**src/rtl/alu_req_arbiter.sv**
```systemverilog
// alu_req_arbiter: round-robin sharing of one combinational ALU among NREQ requesters with a valid/ready response channel
module alu_req_arbiter #(
  parameter int NREQ = 4,
  parameter int ALU_LAT = 1,
  parameter int IDW = $clog2(NREQ)
) (
  input  logic                 clk,
  input  logic                 rst,
  input  logic [NREQ-1:0]      req,
  input  logic [5*NREQ-1:0]    req_op,
  input  logic [32*NREQ-1:0]   req_a,
  input  logic [32*NREQ-1:0]   req_b,
  output logic [NREQ-1:0]      gnt,
  output logic                 busy,
  output logic [4:0]           alu_ctrl,
  output logic [31:0]          alu_a,
  output logic [31:0]          alu_b,
  input  logic [63:0]          alu_result,
  input  logic [3:0]           alu_flags,
  output logic                 rsp_valid,
  input  logic                 rsp_ready,
  output logic [IDW-1:0]       rsp_id,
  output logic [63:0]          rsp_result,
  output logic [3:0]           rsp_flags,
  output logic                 rsp_err
);
  localparam int CW = ALU_LAT > 1 ? $clog2(ALU_LAT) : 1;
  typedef enum logic [1:0] {IDLE, EXEC, RESP} state_t;
  state_t state;
  logic [IDW-1:0] ptr, win;
  logic [CW-1:0] cnt;
  logic [4:0] op;
  logic any, legal;
  // downward scan so the lowest offset from ptr wins
  always_comb begin
    win = '0;
    any = 1'b0;
    for (int k = NREQ - 1; k >= 0; k--)
      if (req[(int'(ptr) + k) % NREQ]) begin
        win = IDW'((int'(ptr) + k) % NREQ);
        any = 1'b1;
      end
  end
  assign op = req_op[5*win +: 5];
  assign legal = op <= 5'h0E || op == 5'h10 || op == 5'h11;
  assign gnt = (state == IDLE && any) ? (NREQ'(1) << win) : '0;
  assign busy = state != IDLE;
  always_ff @(posedge clk) begin
    if (rst) begin
      state <= IDLE;
      ptr <= '0;
      cnt <= '0;
      alu_ctrl <= '0;
      alu_a <= '0;
      alu_b <= '0;
      rsp_valid <= 1'b0;
      rsp_id <= '0;
      rsp_result <= '0;
      rsp_flags <= '0;
      rsp_err <= 1'b0;
    end else begin
      case (state)
        IDLE: if (any) begin
          alu_ctrl <= op;
          alu_a <= req_a[32*win +: 32];
          alu_b <= req_b[32*win +: 32];
          rsp_id <= win;
          ptr <= (win == IDW'(NREQ - 1)) ? '0 : win + 1'b1;
          cnt <= '0;
          if (legal) state <= EXEC;
          else begin
            state <= RESP;
            rsp_valid <= 1'b1;
            rsp_err <= 1'b1;
            rsp_result <= '0;
            rsp_flags <= '0;
          end
        end
        EXEC: begin
          cnt <= cnt + 1'b1;
          if (cnt == CW'(ALU_LAT - 1)) begin
            rsp_result <= alu_result;
            rsp_flags <= alu_flags;
            rsp_err <= 1'b0;
            rsp_valid <= 1'b1;
            state <= RESP;
          end
        end
        RESP: if (rsp_ready) begin
          rsp_valid <= 1'b0;
          state <= IDLE;
        end
        default: state <= IDLE;
      endcase
    end
  end
endmodule
```
**config.mk**
```make
export PLATFORM = sky130hd
export DESIGN_NAME = alu_req_arbiter
export DESIGN_NICKNAME = d
export VERILOG_FILES = /design/src/rtl/alu_req_arbiter.sv
export SDC_FILE = /design/constraint.sdc
export NUM_CORES = 1
export LEC_CHECK = 0
export ABC_AREA = 0
export CAP_MARGIN = 20
export CORE_AREA = 5 5 193 195
export DETAILED_ROUTE_END_ITERATION = 8
export DIE_AREA = 0 0 198 200
export PLACE_DENSITY = 0.64
export SLEW_MARGIN = 20
export SYNTH_ARGS = -nofsm -noshare
export SYNTH_HDL_FRONTEND = slang
export SYNTH_SLANG_ARGS = --single-unit
```
**constraint.sdc**
```tcl
create_clock -name clk -period 8.1 [get_ports clk]
set_clock_uncertainty 0.15 [all_clocks]
set_input_delay 0.81 -clock clk [delete_from_list [all_inputs] [get_ports clk]]
set_output_delay 0.81 -clock clk [all_outputs]
set_load 0.01 [all_outputs]
```
==> qor.csv <==
metric,value,unit
outcome,"finished, final reports clean",
Worst R2R Start,ptr[0],
max-slew violation count,0,
Hold Path Cell Cnt,2,
core area,35200,sq um
first-pass GRT wire length,53700,um
crit-path max FO,78,
final HPWL from detailed placement,26900,um
Peak Freq,0.187,GHz
die width,198,um
sequential cell area,2920,sq um
Synth top area share,0.381,
DIE HEIGHT,200,um
Final GP Congestion,0.886,
fillcell total,3704,
critical path launch point,req[2],
syn_area_per_cell,6.81,sq um
"commonest non-fill, non-tap cell in the layout",clkdlybuf4s50_1,
cts repair resizes,0,
Setup crit end kind,output pin,
critical path type,in -> out,
overall routed net length,36100,um
crit path cell chain,clkdlybuf4s50_1 -> nor2b_1 -> a221o_1 -> o21ai_4 -> inv_4 -> buf_4 -> ha_1 -> and2_1 -> clkdlybuf4s50_1,
max cap viols,0,
Worst Path Required,7140,ps
die area,39600,sq um
CTS tree,yes,
slowest CP cell,inv_4,
CTS buffer count,17,
FF-to-FF path depth,12,
Synth area leader,dfxtp_1,
Setup TNS,0,ps
vias post-DR,9655,
iteration-0 DRC count of the detailed router,589,
most numerous cell on the critical path,clkdlybuf4s50_1,
syn_nets,1482,
count of different cell masters after synthesis,34,
Layout Utilization,0.383,
Final #Nets,1901,
register bit total from synthesis,146,
DR pass1 iterations,5,
routed vias/inst,4.78,
clock root buffer,clkbuf_16,
RSZ-0062 raised after global routing,no,
leading post-synthesis cells by cell area,"dfxtp_1 38%, nand2_1 20%, nand3_1 13%",
Min-Delay Path Class,reg -> reg,
Cell Pwr Density,315,nW/um^2
number of global-route vias before repair,9362,
Worst VDD drop,0.215,mV
endpoints failing hold,0,
Final min period,5350,ps
Hold Crit Start,alu_a[31],
H-tree depth,4,
Initial Util,0.218,
CP Launch Type,input port,
Rows,69,
post-route clock period utilization,0.660,
"Reg clk slew, reported paths",60,ps
Leak,4.90,nW
"commonest cells after routing, fill and taps aside","495 x clkdlybuf4s50_1, 411 x nand2_1, 192 x nand3_1",
largest net degree at the start of global routing,113,
Top Ports,497,
# setup viols final,0,
Tot GR Track Use,0.173,
"Hold-fix buffers, CTS",0,
WP data arrival,4390,ps
Slew @ Worst Pin,1070,ps
Max-Slew Margin vs Limit,0.288,
wire length per cell,17.9,um
"slowest stage delay, CP",680,ps
footprint of the multi-input gates,4350,sq um
clock buffer depth,2,
P&R area growth vs syn,75.6,%
total gr overflow,0,
setup repair bufs after CTS,0,
port buffer count,496,
worst skew pair latency,430,ps
synth warn,0,
Clock Sinks,146,
Post-Syn Instances,1127,
ANT nets after route,0,
Mapped Area,7670,sq um
"Seq/Total Area, Yosys",0.381,
share of cells above drive strength 1,0.0404,
DRC violations left,0,
initial antenna violation count,2,
## final cells by class
class / count / share of cell area
Antenna cell: 1 / 0.000186
Multi-Input combinational cell: 868 / 0.323
Timing Repair Buffer: 506 / 0.374
Clock inverter: 10 / 0.00548
Tap cell: 461 / 0.0428
Clock buffer: 22 / 0.0359
Inverter: 7 / 0.00214
Sequential cell: 146 / 0.217
## path summary, 6_finish.rpt
| check | endpoint | slack, ps |
|---|---|---|
| max | gnt[3] | 2750 |
| min | alu_a[31] | 300 |
| max reg2reg | rsp_result[33] | 3670 |
| min reg2reg | alu_a[31] | 300 |
## registers in the layout, indices dropped and copies added (netlist names)
signal	flops
rsp_valid	1
rsp_id	2
alu_b	32
alu_ctrl	5
rsp_flags	4
state	2
alu_a	32
ptr	2
rsp_result	64
cnt	1
rsp_err	1
## power breakdown
part           leakage (nW)  internal, mW  switching, mW
logic                  3.45         0.976           1.44
clock network         0.261         0.426          0.336
registers              1.20         0.942          0.127
total                  4.90          2.34           1.91
## cells by family (layout without fill, tap and decap cells)
group | after synthesis | in the layout | synth area share
AOI/OAI and AO/OA | 227 | 227 | 0.196
DFF | 146 | 146 | 0.381
and+or+nand+nor | 624 | 624 | 0.341
adders and majority gates | 4 | 4 | 0.00652
xor gates and xnor gates | 1 | 1 | 0.00114
muxes | 12 | 12 | 0.0157
buffers and inverters | 113 | 545 | 0.0592
other | 0 | 1 | 0
## per-layer routing
metal,GRT usage,wire length [um],share of wire
met2,0.286,17200,0.48
met5,0,13,0.00036
met1,0.208,14200,0.39
met4,0.0604,1010,0.028
met3,0.0631,3650,0.10
## worst max-delay path, delay by kind of cell
kind / cells / cell delay, ps
and+or+nand+nor: 2 / 330
buffers and inverters: 4 / 2380
AOI/OAI and AO/OA: 2 / 480
adders and majority gates: 1 / 260
## Yosys cell counts
library cell and count:
a211o_1 2, a211oi_1 1, a21oi_1 140, a221o_1 2, a311oi_1 59, a311oi_2 10, a31o_1 1, a31o_2 2
a31oi_1 3, and2_1 4, and3_1 1, buf_1 5, buf_2 6, buf_6 3, clkbuf_1 92, dfxtp_1 146
ha_1 4, inv_1 5, inv_2 2, mux2i_1 12, nand2_1 411, nand2b_1 2, nand3_1 192, nor2_1 8
nor2b_1 3, nor3_1 1, nor3b_1 1, o21a_1 1, o21ai_0 2, o21ai_1 1, o21ai_2 1, o22ai_1 2
or2_2 1, xor2_1 1
## stage by stage
step / hold WS, ps / power, mW / instance area [sq um] / cells / setup slack, ps
after global placement: 292 / 3.50 / 12900 / 1988 / 2800
after detailed placement: 295 / 3.53 / 12900 / 1988 / 2770
after global routing: 321 / 4.57 / 13500 / 2021 / 2510
after floorplan: 331 / 2.47 / 7670 / 1127 / 4770
final: 302 / 4.25 / 13500 / 2021 / 2750
after CTS: 305 / 4.30 / 13500 / 2020 / 2770
(Power assumes the default switching activity.)
